File: src/rtl/square_anim_scheduler_pkg.sv
// Shared types and constants for the square animation scheduler and its sibling blocks.
package square_anim_scheduler_pkg;

    typedef enum logic [1:0] {
        ST_IDLE = 2'd0,
        ST_GAP  = 2'd1,
        ST_TICK = 2'd2
    } state_t;

    localparam int N_SQ_DEF       = 4;
    localparam int STEP_W_DEF     = 4;
    localparam int GAP_CYCLES_DEF = 4;
    localparam int FCNT_W_DEF     = 16;

    localparam int D_WIDTH  = 640;
    localparam int D_HEIGHT = 480;

    // Counter width able to hold n-1; never narrower than one bit.
    function automatic int cnt_width(input int n);
        return (n > 1) ? $clog2(n) : 1;
    endfunction

endpackage

File: src/rtl/square_anim_scheduler_tick_spacer.sv
// Down-counter that spaces strobes GAP_CYCLES clocks apart: loaded on a strobe,
// it flags expiry on the last waiting cycle so the next strobe lands exactly on time.
module square_anim_scheduler_tick_spacer
    import square_anim_scheduler_pkg::*;
#(
    parameter int GAP_CYCLES = GAP_CYCLES_DEF
) (
    input  logic clk,
    input  logic rst,
    input  logic load_i,
    input  logic en_i,
    output logic expire_o
);

    localparam int CW = cnt_width(GAP_CYCLES);

    logic [CW-1:0] cnt_q;
    logic [CW-1:0] cnt_d;

    always_comb begin
        cnt_d = cnt_q;
        if (load_i) begin
            cnt_d = CW'(GAP_CYCLES - 1);
        end else if (en_i && (cnt_q != '0)) begin
            cnt_d = cnt_q - CW'(1);
        end
    end

    always_ff @(posedge clk) begin
        if (!rst) begin
            cnt_q <= '0;
        end else begin
            cnt_q <= cnt_d;
        end
    end

    // Expire while the count steps from 1 to 0, so the waiting phase lasts GAP_CYCLES-1 cycles.
    assign expire_o = en_i && (cnt_q <= CW'(1));

endmodule

File: src/rtl/square_anim_scheduler.sv
// Per-frame tick burst sequencer for bouncing-square sprites, with pause,
// single-step and sticky overrun detection. All outputs come straight from flops.
module square_anim_scheduler
    import square_anim_scheduler_pkg::*;
#(
    parameter int N_SQ       = N_SQ_DEF,
    parameter int STEP_W     = STEP_W_DEF,
    parameter int GAP_CYCLES = GAP_CYCLES_DEF,
    parameter int FCNT_W     = FCNT_W_DEF
) (
    input  logic              clk,
    input  logic              rst,
    input  logic              i_frame,
    input  logic [STEP_W-1:0] i_steps,
    input  logic [N_SQ-1:0]   i_mask,
    input  logic              i_pause,
    input  logic              i_single,
    input  logic              i_clr_ovr,
    output logic              o_tick,
    output logic [N_SQ-1:0]   o_anim,
    output logic              o_busy,
    output logic [FCNT_W-1:0] o_frame_cnt,
    output logic              o_overrun,
    output logic [1:0]        o_state
);

    state_t              state_q, state_d;
    logic [STEP_W-1:0]   left_q, left_d;
    logic [N_SQ-1:0]     mask_q, mask_d;
    logic [FCNT_W-1:0]   fcnt_q, fcnt_d;
    logic                ovr_q, ovr_d;
    logic                tick_q, tick_d;
    logic                busy_q, busy_d;
    logic [N_SQ-1:0]     anim_q, anim_d;
    logic                gap_expire;
    logic                in_burst;

    assign in_burst = (state_q != ST_IDLE);

    square_anim_scheduler_tick_spacer #(
        .GAP_CYCLES (GAP_CYCLES)
    ) u_spacer (
        .clk      (clk),
        .rst      (rst),
        .load_i   (state_q == ST_TICK),
        .en_i     (state_q == ST_GAP),
        .expire_o (gap_expire)
    );

    always_ff @(posedge clk) begin
        if (!rst) begin
            state_q <= ST_IDLE;
            left_q  <= '0;
            mask_q  <= '0;
            fcnt_q  <= '0;
            ovr_q   <= 1'b0;
            tick_q  <= 1'b0;
            busy_q  <= 1'b0;
            anim_q  <= '0;
        end else begin
            state_q <= state_d;
            left_q  <= left_d;
            mask_q  <= mask_d;
            fcnt_q  <= fcnt_d;
            ovr_q   <= ovr_d;
            tick_q  <= tick_d;
            busy_q  <= busy_d;
            anim_q  <= anim_d;
        end
    end

    always_comb begin
        state_d = state_q;
        left_d  = left_q;
        mask_d  = mask_q;
        fcnt_d  = fcnt_q;

        // A frame arriving mid-burst outranks a clear in the same cycle.
        if (i_frame && in_burst) begin
            ovr_d = 1'b1;
        end else if (i_clr_ovr) begin
            ovr_d = 1'b0;
        end else begin
            ovr_d = ovr_q;
        end

        case (state_q)
            ST_IDLE: begin
                if (i_frame) begin
                    fcnt_d = fcnt_q + FCNT_W'(1);
                    left_d = i_steps;
                    mask_d = i_mask;
                    if (!i_pause && (i_steps != '0)) begin
                        state_d = ST_TICK;
                    end
                end else if (i_single && i_pause) begin
                    left_d  = STEP_W'(1);
                    mask_d  = i_mask;
                    state_d = ST_TICK;
                end
            end
            ST_TICK: begin
                left_d = left_q - STEP_W'(1);
                if (left_q == STEP_W'(1)) begin
                    state_d = ST_IDLE;
                end else if (GAP_CYCLES == 1) begin
                    state_d = ST_TICK;
                end else begin
                    state_d = ST_GAP;
                end
            end
            ST_GAP: begin
                if (gap_expire) begin
                    state_d = ST_TICK;
                end
            end
            default: state_d = ST_IDLE;
        endcase
    end

    always_comb begin
        tick_d = (state_d == ST_TICK);
        busy_d = (state_d != ST_IDLE);
        anim_d = busy_d ? mask_d : '0;
    end

    assign o_tick      = tick_q;
    assign o_anim      = anim_q;
    assign o_busy      = busy_q;
    assign o_frame_cnt = fcnt_q;
    assign o_overrun   = ovr_q;
    assign o_state     = state_q;

endmodule

File: config.mk
export PLATFORM = sky130hd
export DESIGN_NAME = square_anim_scheduler
export DESIGN_NICKNAME = d
export VERILOG_FILES = /design/src/rtl/square_anim_scheduler_pkg.sv /design/src/rtl/square_anim_scheduler_tick_spacer.sv /design/src/rtl/square_anim_scheduler.sv
export SDC_FILE = /design/constraint.sdc
export NUM_CORES = 1
export LEC_CHECK = 0
export CORE_AREA = 3 3 71 73
export CTS_CLUSTER_SIZE = 16
export DETAILED_ROUTE_END_ITERATION = 16
export DIE_AREA = 0 0 74 76
export SLEW_MARGIN = 10
export SYNTH_ARGS = -nofsm -noshare
export SYNTH_HDL_FRONTEND = slang
export SYNTH_SLANG_ARGS = --single-unit
File: constraint.sdc
create_clock -name clk -period 1.9 [get_ports clk]
set_clock_uncertainty 0.15 [all_clocks]
set_input_delay 0.38 -clock clk [delete_from_list [all_inputs] [get_ports clk]]
set_output_delay 0.38 -clock clk [all_outputs]
set_load 0.03 [all_outputs]
==> results.toml, run 1 <==
[synth]
yosys_warnings = 0
ys_seq_area_share_pct = 43.96
synth_top_cells_by_area = "dfxtp_1 (44%), a21oi_1 (5.3%), ha_1 (3.9%)"
netlist_area_mm2 = 0.001594
syn_inst = 180
ys_types = 38
ys.flop_type = "dfxtp_1"
ys_ff_latch = 35
synth_edf_count = 0
synth.net_count = 199
async_flop_share_pct = 0
synth_top_area_share_pct = 43.96
synth_area_leader_cell = "dfxtp_1"
syn_avg_cell_area_um2 = 8.856

[worst_setup_path]
r2r_setup_slack_ns = 0.19
crit_family = "buffers and inverters"
crit_arrival_ns = 1.31
slowest_delay_ns = 0.68
cp.required_ns = 1.37
crit_buf_inv = 1
cp.depth = 1
crit_chain = "clkdlybuf4s50_1"
critPathCaptureType = "output pin"
r2r_cells = 4
criticalPathCategory = "reg -> out"
cp_max_fo = 3
cpMaxStageDelayCell = "clkdlybuf4s50_1"
r2r_start = "o_state[1]"
start_kind = "flip-flop"
r2r-end = "o_frame_cnt[15]"

[timing]
relSlewSlack_pct = 77.18
rsz0062_at_grt = "no"
tightest_slew_ns = 0.3423
setup_viol = 0
post-route-min-period_ns = 1.835
fin_crit_sh_pct = 96.59
drv_slew = 0
clock.fmax_ghz = 0.5449
hold_viol_final = 0

[clock_network]
clkSlewWorstSetupHoldPaths_ns = 0.07
clk_path_buf_depth = 2
cts_tree = "yes"
ctsHoldBuffers = 0
clockRootBuffer = "clkbuf_8"
cts.sinks = 35
cts_buffers = 5
clkLatencyLatePin_ns = 0.28
h-tree-depth = 2

[hold_path]
hold_depth = 2
min-delay-start = "mask_q[0]"
hold_class = "reg -> reg"
min_to = "mask_q[0]"

[power]
p_leak_uw = 0.001027
power.density_mw_per_mm2 = 776.5
ir_drop_uv = 453.4

[place]
gp_congestion = 0.7819
place_inst = 284
hpwl_um = 2792
placed_area_mm2 = 0.002161
io_buffers = 38

[finish]
area_growth_pct = 42.62
post-route-cell-area_mm2 = 0.002273
mostFrequentLayoutCell = "dfxtp_1"
nets = 259
final_cell_mix = "dfxtp_1 (35), buf_4 (22), clkdlybuf4s50_1 (21)"
fin_cells = 293
n_fill_cell = 423
diodes = 0
drive_gt1_share_pct = 13.69

[global_routing]
grt-ovfl-total = 0
grt_usage_pct = 14.39
antenna_found_initial = 0
grt_pass1_vias = 1412
grt_max_degree = 25
grt_pass1_wl_um = 6403

[routing]
routed_via_density = 4.976
drt_pass1_iterations = 4
vias = 1458
drc = 0
wire_per_inst_um = 12.94
drt_iter0_drc = 68
drt_wl_total_um = 3790
antenna_left = 0

[floorplanning]
die_width_um = 74
die_height_um = 76
dieArea_mm2 = 0.005624
rows = 24
initial_core_util_pct = 36.11
coreArea_mm2 = 0.004414
io_pins = 39

[flow_run]
maxCapViolCount = 0

[outcome]
status = "finished clean"
-- synthesized netlist by cell type, drive strengths merged (5+ instances only) --
master  instances
nand3           7
dfxtp          35
nor2           16
clkbuf          5
xor2            6
nor2b           5
inv             7
o21ai           5
or3             5
ha              5
a21oi          18
nand2          15
-- registers in the layout, summed over array words and instances (netlist names), 2 cells and up --
signal,cells
left_q,4
mask_q,4
o_anim,4
o_frame_cnt,16
o_state,2
u_spacer.cnt_q,2
-- worst max-delay path by stage --
stage,slack [ns],start,end
CTS,0.004,o_frame_cnt[9],o_frame_cnt[9]
floorplan,0.06,o_frame_cnt[2],o_frame_cnt[15]
global placement,-0.20,i_frame,o_frame_cnt[15]
global route,0.03,o_frame_cnt[0],o_frame_cnt[0]
finish,0.06,o_frame_cnt[15],o_frame_cnt[15]
detailed placement,-0.22,i_frame,o_frame_cnt[15]
-- power breakdown --
group          internal, µW  leakage (µW)  switching, µW
combinational           185      0.000694            191
clock                   296     0.0000474            273
sequential              782      0.000286           38.3
total                  1260       0.00103            502
-- layer usage --
layer  global-route usage [%]  part of all wire (%)  vias to the layer above
met4                    4.891                   1.5                        0
li1                         -                     -                      756
met2                    21.63                    44                       29
met1                    19.97                    50                      667
met5                        0                     0                        -
met3                    3.430                   4.4                        6
-- what timing repair did --
| action | CTS | global route |
|---|---|---|
| endpoints found under the setup margin | 9 | 7 |
| setup buffers | 0 | 1 |
| gates resized for setup | 9 | 7 |
| pin swaps | 0 | 1 |
-- per-stage QoR --
stage	setup TNS, ns	total power, µW	setup WS, ns	utilization (%)	hold slack, ns
6_report	0	1765	0.06480	51.50	0.3087
2_1_floorplan	0	1045	0.05923	-	0.2857
5_1_grt	0	1854	0.03393	51.50	0.3330
4_1_cts	0	1785	0.004105	50.94	0.3123
3_5_place_dp	-2.927	1219	-0.2247	48.95	0.3007
3_3_place_gp	-2.689	1216	-0.1965	48.95	0.2976
-- cells by family after synthesis --
logic type | share of synthesized area (%)
adders and majority gates | 3.925
and+or+nand+nor | 25.04
muxes | 1.334
DFF | 43.96
buffers and inverters | 3.297
xor gates and xnor gates | 5.494
AOI/OAI and AO/OA | 16.95
-- layout make-up --
cell class / count / area (µm²) / share of cell area [%]
Clock buffer: 6 / 82.58 / 3.632
Multi-Input combinational cell: 132 / 840.8 / 36.98
Tap cell: 52 / 65.06 / 2.862
Timing Repair Buffer: 59 / 541.8 / 23.83
Sequential cell: 35 / 700.7 / 30.82
Clock inverter: 2 / 16.27 / 0.7155
Inverter: 7 / 26.28 / 1.156
No activity file was read; power rests on OpenSTA's default activity.
==> run 2, diff against run 1 <==
--- a/config.mk
+++ b/config.mk
@@ -9,6 +9,7 @@
 export CTS_CLUSTER_SIZE = 16
 export DETAILED_ROUTE_END_ITERATION = 16
 export DIE_AREA = 0 0 74 76
+export PLACE_DENSITY_LB_ADDON = 0.25
 export SLEW_MARGIN = 10
 export SYNTH_ARGS = -nofsm -noshare
 export SYNTH_HDL_FRONTEND = slang
==> results.toml, run 2 (same netlist as run 1, synthesis figures left out) <==
[routing]
drc = 0
wire_per_inst_um = 12.70
drt_pass1_iterations = 4
drt_iter0_drc = 53
drt_wl_total_um = 3733
vias = 1478
routed_via_density = 5.027
antenna_left = 0

[worst_setup_path]
critPathCaptureType = "output pin"
r2r-end = "o_frame_cnt[15]"
cp.required_ns = 1.37
cpMaxStageDelayCell = "clkdlybuf4s50_1"
start_kind = "flip-flop"
r2r_start = "o_frame_cnt[3]"
crit_buf_inv = 1
crit_family = "buffers and inverters"
r2r_cells = 4
r2r_setup_slack_ns = 0.18
criticalPathCategory = "reg -> out"
slowest_delay_ns = 0.68
cp_max_fo = 3
crit_arrival_ns = 1.32
crit_chain = "clkdlybuf4s50_1"

[flow_run]
maxCapViolCount = 0

[global_routing]
busiest_layer = "met2"
grt_pass1_wl_um = 5975
grt-ovfl-total = 0
grt_pass1_vias = 1369
grtUsageMet2_pct = 22.25
antenna_found_initial = 0
grt.met1_usage_pct = 16.31
grt_usage_pct = 13.50
grt_use_met3_pct = 3.694
grt_max_degree = 25

[finish]
diodes = 0
nets = 261
fin_cells = 294
final_cell_mix = "dfxtp_1 (35), buf_4 (24), clkdlybuf4s50_1 (21)"
drive_gt1_share_pct = 14.05
area_growth_pct = 42.86
mostFrequentLayoutCell = "dfxtp_1"
largest_reg_flops = 16
final_util_pct = 51.59

[place]
hpwl_um = 2738
place_inst = 286
gp_congestion = 0.8211
io_buffers = 38

[clock_network]
cts.sinks = 35
clkLatencyLatePin_ns = 0.28
clkSlewWorstSetupHoldPaths_ns = 0.07
clockRootBuffer = "clkbuf_8"
clk_path_buf_depth = 2
cts_buffers = 5
ctsHoldBuffers = 0
h-tree-depth = 2
cts_tree = "yes"

[power]
seq_power_share_pct = 47.3
pwr-share-comb_pct = 21.3
power.density_mw_per_mm2 = 762.4
p_int_uw = 1251
p_sw_uw = 485.4
ir_drop_uv = 442.7
p_leak_uw = 0.001044
switching_share_pct = 27.96
p_total_uw = 1736
power.share.clock_pct = 31.4

[timing]
setup_viol = 0
rsz0062_at_grt = "no"
tightest_slew_ns = 0.3688
fin_crit_sh_pct = 97.32
clock.fmax_ghz = 0.5408
setup-tns-final_ns = 0
post-route-min-period_ns = 1.849
relSlewSlack_pct = 75.42
hold_viol_final = 0
whs_ns = 0.3095
drv_slew = 0

[hold_path]
min_to = "mask_q[0]"
min-delay-start = "mask_q[0]"
hold_class = "reg -> reg"
hold_depth = 2

[floorplanning]
die_width_um = 74
io_pins = 39
rows = 24
die_height_um = 76
initial_core_util_pct = 36.11
dieArea_mm2 = 0.005624
coreArea_mm2 = 0.004414

[outcome]
status = "finished clean"
==> run 2: through the flow <==
step / cell area (µm²) / setup slack (ns)
after floorplan: 1594 / 0.05923
after global placement: 2176 / -0.2204
after detailed placement: 2176 / -0.2391
after CTS: 2252 / 0.002164
after global routing: 2277 / 0.0009148
final: 2277 / 0.05090
==> run 2: layer usage <==
layer | wire length [µm] | share of wire [%] | vias to the layer above
met5 | 0 | 0 | -
met4 | 42 | 1.1 | 0
met3 | 210 | 5.6 | 5
met2 | 1804 | 48 | 36
met1 | 1676 | 45 | 674
li1 | - | - | 763
==> run 2: power by group through the flow <==
stage,registers (µW),logic (µW),clock network (µW)
2_1_floorplan,878,167,0
3_3_place_gp,839,374,0
3_5_place_dp,837,379,0
4_1_cts,821,376,561
5_1_grt,827,405,587
6_report,822,370,544
==> run 2: how the worst max path moves through the flow <==
stage	start	endpoint	slack (ns)	cells past startpoint
floorplan	o_frame_cnt[2]	o_frame_cnt[15]	0.06	5
global route	i_frame	o_frame_cnt[15]	0.0009	5
detailed placement	i_frame	o_frame_cnt[15]	-0.24	5
finish	o_frame_cnt[15]	o_frame_cnt[15]	0.05	1
CTS	o_frame_cnt[8]	o_frame_cnt[8]	0.002	1
global placement	i_frame	o_frame_cnt[15]	-0.22	5
==> run 2: cell type report <==
| cell class | instances | area [µm²] |
|---|---|---|
| multi-input cells | 132 | 840.8 |
| clock buffers | 6 | 82.58 |
| repair buffers | 61 | 556.8 |
| inverters | 7 | 26.28 |
| well taps | 52 | 65.06 |
| clock inverters | 1 | 5.005 |
| fillers | 436 | 2137 |
| flip-flops and latches | 35 | 700.7 |
==> run 2: repair_timing <==
item | CTS | global route
endpoints found under the setup margin | 9 | 8
pin swaps | 0 | 1
buffers inserted | 0 | 1
gates resized for setup | 9 | 7
